--- src/rtl/lop_pipe.sv ---
// lop_pipe: parametrised two-stage leading-one predictor for the MAC mantissa path.
//
// Predicts the normalisation left shift (leading-zero count) of |a - b| in
// parallel with the subtractor. The prediction out_d is exact or one short.
// out_y flags the one-short case, so out_d + out_y is the true count.
//
// Method: each bit position is classified as a signed digit a_i - b_i, which is
// p (+1), n (-1) or z (0).
// - The indicator f marks the end of the leading z* p n* (or z* n p*) run.
// - The highest set bit of f is the predicted leading-one position P.
// - The true leading one sits one below P exactly when the first nonzero digit
//   strictly below P has the opposite sign to the leading nonzero digit.
// - The combine tree tracks that digit alongside the LOD.
//
// Optional build macro LOP_CORR_CNT_EN adds two ports:
// - corr_cnt, a saturating 16-bit count of transferred results with out_y = 1;
// - corr_clr, a synchronous clear for that counter.
module lop_pipe #(
  parameter int WIDTH = 8,
  parameter int TAG_W = 4
) (
  input  logic                     clk,
  input  logic                     rst_n,
  input  logic                     in_valid,
  output logic                     in_ready,
  input  logic [WIDTH-1:0]         in_a,
  input  logic [WIDTH-1:0]         in_b,
  input  logic [TAG_W-1:0]         in_tag,
  output logic                     out_valid,
  input  logic                     out_ready,
  output logic [$clog2(WIDTH)-1:0] out_d,
  output logic                     out_y,
  output logic                     out_zero,
`ifdef LOP_CORR_CNT_EN
  input  logic                     corr_clr,
  output logic [15:0]              corr_cnt,
`endif
  output logic [TAG_W-1:0]         out_tag
);

  localparam int CW = $clog2(WIDTH);

  // Flow control: a stage advances when it is empty or its consumer advances.
  logic s1_adv, s2_adv;
  logic vld_p1_q, vld_p2_q;

  assign s2_adv   = ~vld_p2_q | out_ready;
  assign s1_adv   = ~vld_p1_q | s2_adv;
  assign in_ready = s1_adv;

  // ---------------- stage 1: digit pre-encoding and indicator ----------------
  logic [WIDTH-1:0] pos_p1_d, neg_p1_d, f_p1_d;
  logic [WIDTH-1:0] e_up_c, p_dn_c, n_dn_c;
  logic             zero_p1_d;

  // pos = digit +1 (a_i=1, b_i=0), neg = digit -1 (a_i=0, b_i=1), else zero digit
  assign pos_p1_d = in_a & ~in_b;
  assign neg_p1_d = ~in_a & in_b;

  // Neighbour views of the digit string.
  // Above the MSB counts as a zero digit; below the LSB counts as a zero digit.
  assign e_up_c = {1'b1, ~(pos_p1_d[WIDTH-1:1] | neg_p1_d[WIDTH-1:1])};
  assign p_dn_c = {pos_p1_d[WIDTH-2:0], 1'b0};
  assign n_dn_c = {neg_p1_d[WIDTH-2:0], 1'b0};

  // Leading digit (zero above): f is set unless the digit below continues the
  // run with the opposite sign.
  // Inside a run (nonzero above): f is set unless the digit below repeats this
  // digit's sign.
  assign f_p1_d = (e_up_c  & ((pos_p1_d & ~n_dn_c) | (neg_p1_d & ~p_dn_c)))
                | (~e_up_c & ((neg_p1_d & ~n_dn_c) | (pos_p1_d & ~p_dn_c)));

  assign zero_p1_d = (in_a == in_b);

  logic [WIDTH-1:0] f_p1_q, pos_p1_q, neg_p1_q;
  logic             zero_p1_q;
  logic [TAG_W-1:0] tag_p1_q;

  // Stage-1 valid: loads on advance, so an empty input cycle leaves a bubble.
  always_ff @(posedge clk or negedge rst_n) begin
    if (!rst_n) begin
      vld_p1_q <= 1'b0;
    end else if (s1_adv) begin
      vld_p1_q <= in_valid;
    end
  end

  // Stage-1 data: captured only on accept and held while the stage is stalled.
  always_ff @(posedge clk) begin
    if (s1_adv && in_valid) begin
      f_p1_q    <= f_p1_d;
      pos_p1_q  <= pos_p1_d;
      neg_p1_q  <= neg_p1_d;
      zero_p1_q <= zero_p1_d;
      tag_p1_q  <= in_tag;
    end
  end

  // ---------------- stage 2: LOD tree and correction tree ----------------
  // Per node:
  //   v   = some f bit set in the segment;
  //   cnt = leading zeros of f within the segment;
  //   hb  = a nonzero digit exists below the segment's highest f bit;
  //   bp  = that digit is positive;
  //   nz  = the segment has any nonzero digit;
  //   fp  = the first nonzero digit of the segment is positive.
  for (genvar l = 0; l <= CW; l++) begin : g_lvl
    localparam int N = WIDTH >> l;
    logic [N-1:0]         v, hb, bp, nz, fp;
    logic [N-1:0][CW-1:0] cnt;

    if (l == 0) begin : g_leaf
      assign v   = f_p1_q;
      assign hb  = '0;
      assign bp  = '0;
      assign nz  = pos_p1_q | neg_p1_q;
      assign fp  = pos_p1_q;
      assign cnt = '0;
    end else begin : g_node
      localparam logic [CW-1:0] HALF = CW'(1 << (l - 1));
      for (genvar j = 0; j < N; j++) begin : g_cell
        logic          v_hi, v_lo, hb_hi, hb_lo, bp_hi, bp_lo;
        logic          nz_hi, nz_lo, fp_hi, fp_lo;
        logic [CW-1:0] cnt_hi, cnt_lo;

        assign v_hi   = g_lvl[l-1].v[2*j+1];
        assign v_lo   = g_lvl[l-1].v[2*j];
        assign hb_hi  = g_lvl[l-1].hb[2*j+1];
        assign hb_lo  = g_lvl[l-1].hb[2*j];
        assign bp_hi  = g_lvl[l-1].bp[2*j+1];
        assign bp_lo  = g_lvl[l-1].bp[2*j];
        assign nz_hi  = g_lvl[l-1].nz[2*j+1];
        assign nz_lo  = g_lvl[l-1].nz[2*j];
        assign fp_hi  = g_lvl[l-1].fp[2*j+1];
        assign fp_lo  = g_lvl[l-1].fp[2*j];
        assign cnt_hi = g_lvl[l-1].cnt[2*j+1];
        assign cnt_lo = g_lvl[l-1].cnt[2*j];

        // 2-input LOD cell: the upper half wins if it holds any f bit.
        assign v[j]   = v_hi | v_lo;
        assign cnt[j] = v_hi ? cnt_hi : (HALF | cnt_lo);

        // If P lies in the upper half, the digit below P may be in the lower half.
        assign hb[j]  = v_hi ? (hb_hi | nz_lo) : hb_lo;
        assign bp[j]  = v_hi ? (hb_hi ? bp_hi : fp_lo) : bp_lo;

        // First nonzero digit of the combined segment.
        assign nz[j]  = nz_hi | nz_lo;
        assign fp[j]  = nz_hi ? fp_hi : fp_lo;
      end
    end
  end

  logic [CW-1:0] d_p2_d;
  logic          y_p2_d, yp_c, yn_c;

  // Positive result whose first digit below P is negative, or the mirror case.
  assign yp_c = g_lvl[CW].nz[0] &  g_lvl[CW].fp[0] & g_lvl[CW].hb[0] & ~g_lvl[CW].bp[0];
  assign yn_c = g_lvl[CW].nz[0] & ~g_lvl[CW].fp[0] & g_lvl[CW].hb[0] &  g_lvl[CW].bp[0];

  // f is all-zero only when a == b; that case reports a zero shift.
  always_comb begin
    d_p2_d = '0;
    y_p2_d = 1'b0;
    if (g_lvl[CW].v[0]) begin
      d_p2_d = g_lvl[CW].cnt[0];
      y_p2_d = yp_c | yn_c;
    end
  end

  logic [CW-1:0]    d_p2_q;
  logic             y_p2_q, zero_p2_q;
  logic [TAG_W-1:0] tag_p2_q;

  // Output register: advances when empty or drained; a stalled result holds steady.
  always_ff @(posedge clk or negedge rst_n) begin
    if (!rst_n) begin
      vld_p2_q  <= 1'b0;
      d_p2_q    <= '0;
      y_p2_q    <= 1'b0;
      zero_p2_q <= 1'b0;
      tag_p2_q  <= '0;
    end else if (s2_adv) begin
      vld_p2_q <= vld_p1_q;
      if (vld_p1_q) begin
        d_p2_q    <= d_p2_d;
        y_p2_q    <= y_p2_d;
        zero_p2_q <= zero_p1_q;
        tag_p2_q  <= tag_p1_q;
      end
    end
  end

  assign out_valid = vld_p2_q;
  assign out_d     = d_p2_q;
  assign out_y     = y_p2_q;
  assign out_zero  = zero_p2_q;
  assign out_tag   = tag_p2_q;

`ifdef LOP_CORR_CNT_EN
  // Increment that sticks at all-ones instead of wrapping.
  function automatic logic [15:0] sat_inc16(input logic [15:0] v);
    return (v == 16'hFFFF) ? v : v + 16'd1;
  endfunction

  logic [15:0] corr_cnt_q, corr_cnt_d;

  // Count results that actually transfer with the correction flag; clear has priority.
  always_comb begin
    corr_cnt_d = corr_cnt_q;
    if (corr_clr) begin
      corr_cnt_d = '0;
    end else if (vld_p2_q && out_ready && y_p2_q) begin
      corr_cnt_d = sat_inc16(corr_cnt_q);
    end
  end

  // Correction counter register.
  always_ff @(posedge clk or negedge rst_n) begin
    if (!rst_n) begin
      corr_cnt_q <= '0;
    end else begin
      corr_cnt_q <= corr_cnt_d;
    end
  end

  assign corr_cnt = corr_cnt_q;
`endif

endmodule

--- config.mk ---
export PLATFORM = sky130hd
export DESIGN_NAME = lop_pipe
export DESIGN_NICKNAME = d
export VERILOG_FILES = /design/src/rtl/lop_pipe.sv
export SDC_FILE = /design/constraint.sdc
export NUM_CORES = 1
export LEC_CHECK = 0
export CAP_MARGIN = 15
export CORE_MARGIN = 1
export CORE_UTILIZATION = 41
export CTS_BUF_LIST = sky130_fd_sc_hd__clkbuf_8
export DETAILED_ROUTE_END_ITERATION = 8
export HOLD_SLACK_MARGIN = 0.12
export PLACE_DENSITY = 0.67
export SYNTH_ARGS = -nofsm -noshare
export SYNTH_HDL_FRONTEND = slang
export SYNTH_SLANG_ARGS = --single-unit
--- constraint.sdc ---
create_clock -name clk -period 1.65 [get_ports clk]
set_input_delay 0.33 -clock clk [delete_from_list [all_inputs] [get_ports clk]]
set_output_delay 0.33 -clock clk [all_outputs]
set_load 0.02 [all_outputs]
==> impl_results.md <==
* Area leader, netlist: edfxtp_1
* Power Internal at 2.004 mW
* R2R Path End: out_y
* Core area at 0.004848 sq mm
* Drt pass-1 iters at 6
* Clock buffer depth at 2
* Max-Slew Margin vs Limit at 67.35%
* CTS tree: done
* RSZ-0062 raised after global routing: true
* RR Startpoint: g_lvl[0].fp[5]
* Post-Syn Area at 0.002116 sq mm
* GP Congestion at 0.7698
* Distinct cells, synth at 40
* Final WS setup at -0.1505 ns
* ANT cells at 0
* Status: complete, but fails checks
* Avg Inst Size Synth at 11.89 sq um
* CP max FO at 3
* CTS Buf Count at 5
* Vias per std cell at 4.968
* Root Driver: clkbuf_8
* Final setup violation count at 1
* FF+latch count, synth at 40
* Fmax at 0.5554 GHz
* Lkg Pwr at 1.214 nW
* Layout area overhead at 36.90%
* Final Routed Wirelength at 3661 um
* Net Switching at 0.6527 mW
* Final Hold Fails at 0
* DP Worst Slack at -0.2117 ns
* Flop pwr share at 47.2%
* Worst-margin pin slew at 0.4883 ns
* CP arrival at 1.99 ns
* Post-synth top area share at 41.16%
* Detailed Place HPWL at 2788 um
* Yosys warnings at 0
* Clock Power Share at 30.4%
* Fraction of layout cells with a size suffix above 1 at 21.14%
* Clock latency on the worst-skew pair at 0.29 ns
* Drt first-iter violations at 70
* Largest net degree at the start of global routing at 28
* Peak VDD IR at 0.3225 mV
* CP required at 1.84 ns
* CP endpoint kind: flop
* Critical Setup Path Class: flop to flop
* Clock Sinks at 40
* DRC Markers at 0
* R2R Setup Slk at -0.15 ns
* Setup crit start: g_lvl[0].fp[5]
* Top Ports at 35
* Syn Inst Count at 178
* Routed len/inst at 11.70 um
* Hold_ws at 0.3657 ns
* Final ANT Viol Nets at 0
* Final Core Density at 59.74%
* Top_reg_cell synth: edfxtp_1
* Most frequent cells in the layout: clkdlybuf4s50_1 (32), inv_1 (30), edfxtp_1 (29)
* Startpoint type of the worst setup path: flop
* Min Clock Period, post-route at 1.800 ns
* Combinational share of power at 22.4%
* Largest cells by area after synthesis: edfxtp_1 (41%), dfrtp_1 (13%), ha_1 (9.5%)
* Slew Viols, Final at 0
* Die height at 73.84 um
* Hold buffers post-CTS at 0
* Die width at 73.84 um
* Initial Utilization at 43.64%
* Cell depth of the worst flop-to-flop path at 6
* Number of synthesized flops with an enable pin at 29
* PortBufs at 34
* Failing checks: setup timing
* Worst Setup EP: out_y
* Clock transition at path regs at 0.07 ns
* H-tree depth at 2
* Routed via count at 1,555
* Max-Cap Viols at 0
* Grt ovf at 0
* Number of global-route vias before repair at 1,429
* P per Cell Area at 917.0 mW/mm^2
* Net Sw Frac at 24.57%
* Initial antenna violation count at 0
* Nets at 285
* Tightest Hold Check Type: input port to asynchronous set/reset pin
* Commonest non-fill, non-tap cell in the layout: clkdlybuf4s50_1
* GRT Total Usage at 15.61%
* Worst Skew at 0.004881 ns
* Crit share post-route at 109.1%
* Mapped Nets at 218
* Total Power at 2.656 mW
* Register area share after synthesis at 54.17%
* Row Count at 25
* First-pass GRT wire length at 6327 um
* Die area at 0.005452 sq mm
* Share of synthesized registers carrying an async set or reset at 27.50%
-- state kept, by name, indices dropped and copies added, names as in the netlist, 3 cells and up --
register	cells
out_tag	4
tag_p1_q	4
f_p1_q	8
g_lvl.fp	8
out_d	3
neg_p1_q	8
-- cell usage after synthesis (3+ instances only) --
cell type and number:
nor3_1 3, a22oi_1 3, nor2_1 10, mux2_2 7, edfxtp_1 29, nand2_1 7
ha_1 16, o41ai_1 3, inv_1 30, dfrtp_1 11, a21oi_1 7, o21ai_0 9
o22ai_1 4, a221oi_1 3, nand2b_1 3
-- logic make-up after synthesis --
logic type               synth area share [%]
AND/OR/NAND/NOR                         10.94
adder cells (fa/ha/maj)                 9.462
multiplexers                            5.204
buffers and inverters                   5.855
AO/OA/AOI/OAI                           14.37
flip-flops                              54.17
-- worst min-delay path by stage --
stage                            end  slack, ns  depth (start not counted)
after floorplan             out_d[0]       0.03                          0
after detailed placement    out_d[1]       0.46                          2
final                       out_d[0]       0.37                          1
after global routing           out_y       0.40                          1
after global placement    out_tag[1]       0.46                          1
after CTS                   out_d[0]       0.39                          1
-- power groups by stage --
stage	Combinational (mW)	Clock, mW	Sequential [mW]
floorplan	0.247	0	1.33
global placement	0.568	0	1.27
detailed placement	0.577	0	1.27
CTS	0.587	0.822	1.25
global route	0.656	0.874	1.26
finish	0.594	0.809	1.25
-- critical path: stages, from the launching register on --
cell and delay [ns]:
edfxtp_1 0.45, buf_4 0.17, a221oi_4 0.29, nor2_1 0.07
or3_4 0.34, o211a_2 0.13, o41ai_2 0.26
-- metrics by stage --
step	cell area, sq um	std cells	setup TNS, ns
after floorplan	2117	178	0
after global placement	2728	301	-2.147
after detailed placement	2728	301	-2.821
after CTS	2865	312	-0.1391
after global routing	2897	313	-0.2262
final	2897	313	-0.1505
-- layer usage --
layer	share of wire, %	vias to the layer above	track usage (%)
met2	48	41	26.10
met4	2.3	0	6.624
li1	-	784	-
met1	46	718	19.26
met5	0	-	0
met3	3.4	12	3.704
-- area by class of cell --
| type | count | area (sq um) |
|---|---|---|
| timing repair buffer | 61 | 569.3 |
| sequential | 40 | 1146 |
| multi-input combinational | 107 | 868.3 |
| clock inverter | 2 | 33.78 |
| tap | 67 | 83.83 |
| clock buffer | 6 | 82.58 |
| fill | 402 | 1952 |
| inverter | 30 | 112.6 |
-- repair_timing --
item                                    4_1_cts  5_1_grt
pin swaps                                     3        4
setup buffers                                 3        1
endpoints found under the setup margin        2        2
resized for setup                             1        4
(Power assumes the default switching activity.)
